$ cat config.mk
export PLATFORM = sky130hd
export DESIGN_NAME = monopix_hit_decoder
export DESIGN_NICKNAME = d
export VERILOG_FILES = /design/src/rtl/monopix_pkg.sv /design/src/rtl/monopix_hit_fifo.sv /design/src/rtl/monopix_hit_decoder.sv
export SDC_FILE = /design/constraint.sdc
export NUM_CORES = 1
export LEC_CHECK = 0
export BUFFER_PORTS_ARGS = -buffer_cell sky130_fd_sc_hd__buf_4
export CAP_MARGIN = 40
export CORE_AREA = 2 2 214 216
export CTS_CLUSTER_SIZE = 8
export DETAILED_ROUTE_END_ITERATION = 8
export DIE_AREA = 0 0 216 218
export PLACE_DENSITY = 0.76
export SYNTH_ARGS = -nofsm -noshare
export SYNTH_HDL_FRONTEND = slang
export SYNTH_SLANG_ARGS = --single-unit
$ cat constraint.sdc
create_clock -name clk_out -period 4 [get_ports clk_out]
set_clock_uncertainty 0.1 [all_clocks]
set_input_delay 0.8 -clock clk_out [delete_from_list [all_inputs] [get_ports clk_out]]
set_output_delay 0.8 -clock clk_out [all_outputs]
set_load 0.02 [all_outputs]
$ cat src/rtl/monopix_pkg.sv
// Shared types and helpers for the MONOPIX hit decoder.
package monopix_pkg;

    // Raw hit record from the serial-readout receiver; le/te are gray-coded.
    typedef struct packed {
        logic [5:0] col;
        logic [8:0] row;
        logic [5:0] le;
        logic [5:0] te;
    } t_data;

    // Decoded record held in the stage-1 register.
    typedef struct packed {
        logic [5:0] col;
        logic [8:0] row;
        logic [5:0] le_b;
        logic [5:0] tot;
    } t_s1;

    typedef enum logic {
        ST_NORMAL   = 1'b0,
        ST_OVERFLOW = 1'b1
    } t_state;

    localparam logic [1:0] WORD_HIT  = 2'b00;
    localparam logic [1:0] WORD_LOST = 2'b01;

    // Gray to binary: each bit is the xor of itself and all higher gray bits.
    function automatic logic [5:0] gray2bin6(input logic [5:0] g);
        logic [5:0] b;
        b[5] = g[5];
        for (int i = 4; i >= 0; i--) b[i] = b[i+1] ^ g[i];
        return b;
    endfunction

    // Time over threshold; the 6-bit subtraction wraps naturally mod 64.
    function automatic logic [5:0] tot6(input logic [5:0] le_b, input logic [5:0] te_b);
        return te_b - le_b;
    endfunction

endpackage

$ cat src/rtl/monopix_hit_fifo.sv
// Synchronous show-ahead FIFO; pointers carry an extra wrap bit so full and
// empty are told apart without a separate counter.
module monopix_hit_fifo #(
    parameter int DEPTH = 16,
    parameter int W     = 32
) (
    input  logic                     clk,
    input  logic                     rst_n,
    input  logic                     wr_en,
    input  logic [W-1:0]             wr_data,
    output logic                     full,
    input  logic                     rd_en,
    output logic [W-1:0]             rd_data,
    output logic                     empty,
    output logic [$clog2(DEPTH):0]   level
);
    localparam int AW = $clog2(DEPTH);
    localparam logic [AW:0] FULL_LVL = (AW+1)'(DEPTH);

    logic [W-1:0] mem [DEPTH];
    logic [AW:0]  wr_ptr;
    logic [AW:0]  rd_ptr;
    logic         do_wr;
    logic         do_rd;

    // Full blocks a write even when a pop happens in the same cycle.
    assign do_wr   = wr_en && !full;
    assign do_rd   = rd_en && !empty;
    assign level   = wr_ptr - rd_ptr;
    assign full    = (level == FULL_LVL);
    assign empty   = (wr_ptr == rd_ptr);
    assign rd_data = mem[rd_ptr[AW-1:0]];

    // Pointer update; cleared asynchronously so contents vanish at once on reset.
    always_ff @(posedge clk or negedge rst_n) begin
        if (!rst_n) begin
            wr_ptr <= '0;
            rd_ptr <= '0;
        end else begin
            if (do_wr) wr_ptr <= wr_ptr + 1'b1;
            if (do_rd) rd_ptr <= rd_ptr + 1'b1;
        end
    end

    // Storage array; no reset needed since reads are gated by empty.
    always_ff @(posedge clk) begin
        if (do_wr) mem[wr_ptr[AW-1:0]] <= wr_data;
    end

endmodule

$ cat src/rtl/monopix_hit_decoder.sv
// MONOPIX hit decoder: gray-decode LE/TE, compute ToT, pack into a FIFO,
// replace dropped hits with a lost-hit marker word.
// Optional build macro MONOPIX_TOT_FILTER_EN adds a static ToT threshold
// (tot_min) and a saturating count of filtered hits (filt_cnt).
module monopix_hit_decoder
    import monopix_pkg::*;
#(
    parameter int FIFO_DEPTH = 16,
    parameter int LOST_W     = 16
) (
    input  logic                          clk_out,
    input  logic                          rst_n,
    input  logic [26:0]                   hit_data,
    input  logic                          hit_strobe,
`ifdef MONOPIX_TOT_FILTER_EN
    input  logic [5:0]                    tot_min,
    output logic [15:0]                   filt_cnt,
`endif
    output logic [31:0]                   out_data,
    output logic                          out_valid,
    input  logic                          out_ready,
    output logic [$clog2(FIFO_DEPTH):0]   fifo_level,
    output logic                          lost_pending
);
    localparam int STAGES = 1;
    localparam logic [LOST_W-1:0] LOST_MAX = '1;
    localparam logic [LOST_W-1:0] LOST_ONE = LOST_W'(1);

    t_data               hit_in;
    t_s1                 s1;
    logic [STAGES:1]     vld_q;
    logic [STAGES:0]     vld_pipe;
    logic                s1_hit;
    t_state              state;
    logic [LOST_W-1:0]   lost_cnt;
    logic [15:0]         lost_ext;
    logic [31:0]         hit_word;
    logic [31:0]         lost_word;
    logic                wr_en;
    logic [31:0]         wr_data;
    logic                full;
    logic                empty;
    logic [31:0]         rd_data;

    assign hit_in   = hit_data;
    assign vld_pipe = {vld_q, hit_strobe};

    // Stage 1: capture and decode the incoming record.
    always_ff @(posedge clk_out or negedge rst_n) begin
        if (!rst_n) begin
            vld_q <= '0;
            s1    <= '0;
        end else begin
            vld_q <= vld_pipe[STAGES-1:0];
            if (hit_strobe) begin
                s1.col  <= hit_in.col;
                s1.row  <= hit_in.row;
                s1.le_b <= gray2bin6(hit_in.le);
                s1.tot  <= tot6(gray2bin6(hit_in.le), gray2bin6(hit_in.te));
            end
        end
    end

`ifdef MONOPIX_TOT_FILTER_EN
    logic s1_filt;
    assign s1_filt = vld_pipe[STAGES] && (s1.tot < tot_min);
    assign s1_hit  = vld_pipe[STAGES] && !s1_filt;

    // Count silently discarded short hits, saturating.
    always_ff @(posedge clk_out or negedge rst_n) begin
        if (!rst_n)                         filt_cnt <= '0;
        else if (s1_filt && filt_cnt != '1) filt_cnt <= filt_cnt + 1'b1;
    end
`else
    assign s1_hit = vld_pipe[STAGES];
`endif

    // Zero-extend the lost counter into the 16-bit marker field.
    always_comb begin
        lost_ext              = '0;
        lost_ext[LOST_W-1:0]  = lost_cnt;
    end

    assign hit_word  = {WORD_HIT, s1.col, s1.row, s1.le_b, s1.tot, 3'b000};
    assign lost_word = {WORD_LOST, 14'd0, lost_ext};

    // Stage 2 write select: a pending marker takes the free slot over any hit.
    always_comb begin
        wr_en   = 1'b0;
        wr_data = hit_word;
        if (state == ST_NORMAL) begin
            wr_en = s1_hit && !full;
        end else if (!full) begin
            wr_en   = 1'b1;
            wr_data = lost_word;
        end
    end

    // Overflow FSM and lost-hit counter.
    always_ff @(posedge clk_out or negedge rst_n) begin
        if (!rst_n) begin
            state    <= ST_NORMAL;
            lost_cnt <= '0;
        end else if (state == ST_NORMAL) begin
            if (s1_hit && full) begin
                lost_cnt <= LOST_ONE;
                state    <= ST_OVERFLOW;
            end
        end else if (full) begin
            if (s1_hit && lost_cnt != LOST_MAX) lost_cnt <= lost_cnt + 1'b1;
        end else if (s1_hit) begin
            // Marker goes out now; this hit is the first of the next batch.
            lost_cnt <= LOST_ONE;
        end else begin
            lost_cnt <= '0;
            state    <= ST_NORMAL;
        end
    end

    monopix_hit_fifo #(
        .DEPTH (FIFO_DEPTH),
        .W     (32)
    ) u_fifo (
        .clk     (clk_out),
        .rst_n   (rst_n),
        .wr_en   (wr_en),
        .wr_data (wr_data),
        .full    (full),
        .rd_en   (out_valid && out_ready),
        .rd_data (rd_data),
        .empty   (empty),
        .level   (fifo_level)
    );

    assign out_valid    = !empty;
    assign out_data     = empty ? 32'd0 : rd_data;
    assign lost_pending = (state == ST_OVERFLOW);

endmodule

==> out/results.tsv <==
metric	value	unit
finalHoldViolCount	0	
drt_iter0_drc	1528	
place_inst	1762	
cts_htree_levels	3	
cts_num_sinks	551	
clockBufferDepth	3	
critPathArrivalTime	2.99	ns
design_area	26200	µm²
cts_root_buf	clkbuf_16	
yosysTopAreaCell	edfxtp_1	
setup_violations	0	
cts_tree	yes	
pwr_density_cell	808	nW/µm²
crit_type	flip-flop to output pin	
critPathMaxFanout	27	
die_x	216	µm
multi_input_area	5680	µm²
grt_usage	0.228	
clockPowerShare	0.285	
max_cap_viol_count	0	
pwr-share-seq	0.374	
place_area	23900	µm²
dieArea	47100	µm²
grt_pass1_vias	11900	
route.detailed.drc	0	
status	finished clean	
grt_overflow	0	
tns	0	ns
leakage	8.82	nW
grt_antenna_before_repair	0	
avgSynthCellArea	20.1	µm²
diodes	0	
syn_area	22300	µm²
cts_made_buffers	78	
post_drt_wl_per_cell	27.6	µm
num_vias	11600	
period_needed	3.89	ns
layout.cells.non_filler	1892	
min_path_type	primary input to asynchronous set/reset pin	
intPower	14.5	mW
drtAntennaViolNets	0	
ys_ff_latch	551	
synth_ff_type	edfxtp_1	
rsz0062_at_grt	no	
combPwrFrac	0.341	
cp-start-kind	flip-flop	
synth_edf_count	496	
endpoint_kind	output pin	
routed_via_density	6.12	
routed_wl	52.2	mm
core_area	44900	µm²
initial_core_util	0.496	
grt_pass1_wl	78.0	mm
slew-limit-headroom	0.349	
rows	78	
seq_area	16300	µm²
power_switching_share	0.315	
syn_inst	1106	
synthTopCellsByArea	edfxtp_1, mux4_2, dfrtp_1	
die_height	218	µm
ir_worst_vdd	0.000892	V
rrSetupSlack	0.19	ns
period_share	0.973	
hpwl	26.7	mm
firstDrtPassIters	5	
num-fill-cells	3137	
max_freq	257	MHz
area.growth.synth_to_final	17.8	%
place_congestion	0.857	
yosysWarningCount	0	
post_cts_buffers	0	
critPathRequiredTime	3.10	ns
layout-drive-gt1-share	0.310	
syn-num-nets	1154	
reg2reg_to	u_fifo.mem[8][7]$_DFFE_PP_	
synthArstFlopShare	0.0998	
synth_top_area_share	0.669	
nets	1291	
clock_latency	0.59	ns
power_switching	6.67	mW
slew_violations	0	
clk_transition_reported_paths	0.05	ns
seq_area_frac_synth	0.731	
rr_worst_depth	9	
r2r-start	u_fifo.rd_ptr[0]$_DFFE_PN0P_	
io_pins	70	
portBuffers	68	
tightest_slew	0.972	ns
grt_max_degree	128	
ys_types	55	
==> through the flow <==
step	hold WS, ns	power [mW]	utilization	setup slack [ns]
floorplan	0.348	12.6	-	0.0895
global placement	0.376	14.9	0.532	0.357
detailed placement	0.376	15.1	0.533	0.259
CTS	0.237	21.3	0.584	0.0372
global route	0.272	22.0	0.584	0.00169
finish	0.211	21.2	0.584	0.108
==> power groups by stage <==
| stage | Clock [mW] | Combinational, mW | Sequential (mW) |
|---|---|---|---|
| finish | 6.04 | 7.21 | 7.92 |
| global route | 6.34 | 7.68 | 7.97 |
| CTS | 6.09 | 7.27 | 7.91 |
| detailed placement | 0 | 7.14 | 7.97 |
| global placement | 0 | 7.01 | 7.92 |
| floorplan | 0 | 4.72 | 7.84 |
==> flip-flops by register name (all words and copies together), names as in the netlist <==
signal and count:
u_fifo.mem 496, u_fifo.wr_ptr 5, hit_word 27, lost_cnt 16, lost_pending 1, u_fifo.rd_ptr 5
s1_hit 1
==> worst max-delay path by stage <==
stage | to | cells past startpoint | startpoint | slack, ns
finish | out_data[29] | 5 | u_fifo.rd_ptr[0]$_DFFE_PN0P_ | 0.11
global route | out_data[29] | 5 | u_fifo.rd_ptr[0]$_DFFE_PN0P_ | 0.002
CTS | out_data[22] | 5 | u_fifo.rd_ptr[0]$_DFFE_PN0P_ | 0.04
detailed placement | hit_word[7]$_DFFE_PN0P_ | 14 | hit_data[11] | 0.26
global placement | hit_word[7]$_DFFE_PN0P_ | 14 | hit_data[11] | 0.36
floorplan | u_fifo.mem[10][0]$_DFFE_PP_ | 11 | u_fifo.rd_ptr[1]$_DFFE_PN0P_ | 0.09
==> repair_timing <==
| action | CTS | global route |
|---|---|---|
| resized for setup | 2 | 1 |
| cloned | 1 | 0 |
| hold buffers | 0 | 0 |
| setup endpoints to repair | 25 | 14 |
==> layout make-up <==
type | count | area share
sequential | 551 | 0.621
multi-input combinational | 478 | 0.217
clock buffer | 126 | 0.0838
timing repair buffer | 113 | 0.0453
tap | 600 | 0.0286
inverter | 21 | 0.00301
clock inverter | 3 | 0.00157
==> placed cells by master (no fill, tap or decap), types with 6 or more instances in the layout <==
cell type  count
dfrtp_1       52
mux4_2       155
nor3_1         7
and3_1         6
o21ai_0       21
a21oi_1       16
xor2_1         7
and2_2        12
nor2b_1       34
buf_12        22
a22o_1         9
inv_1         19
clkbuf_16     81
xnor2_1       13
nand3_1       14
ha_1          15
nor2_1        19
mux2_2        21
buf_4         87
clkbuf_1      45
nand2_1       58
edfxtp_1     496
and2_1        15
==> metal layers <==
metal  vias up  global-route usage  part of all wire
met4         0              0.0694             0.025
met3        95              0.0446             0.096
met5         -                   0                 0
met1      5985               0.321              0.39
met2       742               0.365              0.49
li1       4759                   -                 -
==> worst max-delay path: stages, from the launching register on <==
cell and delay [ns]:
dfrtp_4 0.55, buf_6 0.38, mux4_2 0.59, mux4_2 0.46, nor2b_1 0.18, buf_4 0.21
==> logic make-up (layout without fill, tap and decap cells) <==
group,Yosys count,after routing,share of synthesized area
XOR/XNOR,24,24,0.0108
multiplexers,178,178,0.168
AND/OR/NAND/NOR,189,189,0.0441
adder cells (fa/ha/maj),18,18,0.0107
flip-flops,551,551,0.731
other,1,1,0.000168
buffers and inverters,77,263,0.0148
AO/OA/AOI/OAI,68,68,0.0200
==> cells in the mapped netlist, drive strengths merged, types with 2 or more instances <==
| cell | instances |
|---|---|
| nand3 | 14 |
| nor2 | 20 |
| a21oi | 16 |
| o2bb2ai | 4 |
| a22o | 9 |
| nor3b | 3 |
| o21ai | 22 |
| nand4 | 4 |
| or4 | 2 |
| xor2 | 10 |
| a211o | 2 |
| inv | 20 |
| or3 | 2 |
| dfrtp | 55 |
| o31ai | 3 |
| a31oi | 3 |
| and2 | 27 |
| nor3 | 7 |
| and3 | 10 |
| nor4 | 3 |
| mux4 | 155 |
| fa | 2 |
| nand3b | 2 |
| clkbuf | 31 |
| nand2 | 58 |
| buf | 25 |
| xnor2 | 14 |
| ha | 15 |
| nor2b | 34 |
| edfxtp | 496 |
| mux2 | 21 |
| mux2i | 2 |
No activity file was read; power rests on OpenSTA's default activity.
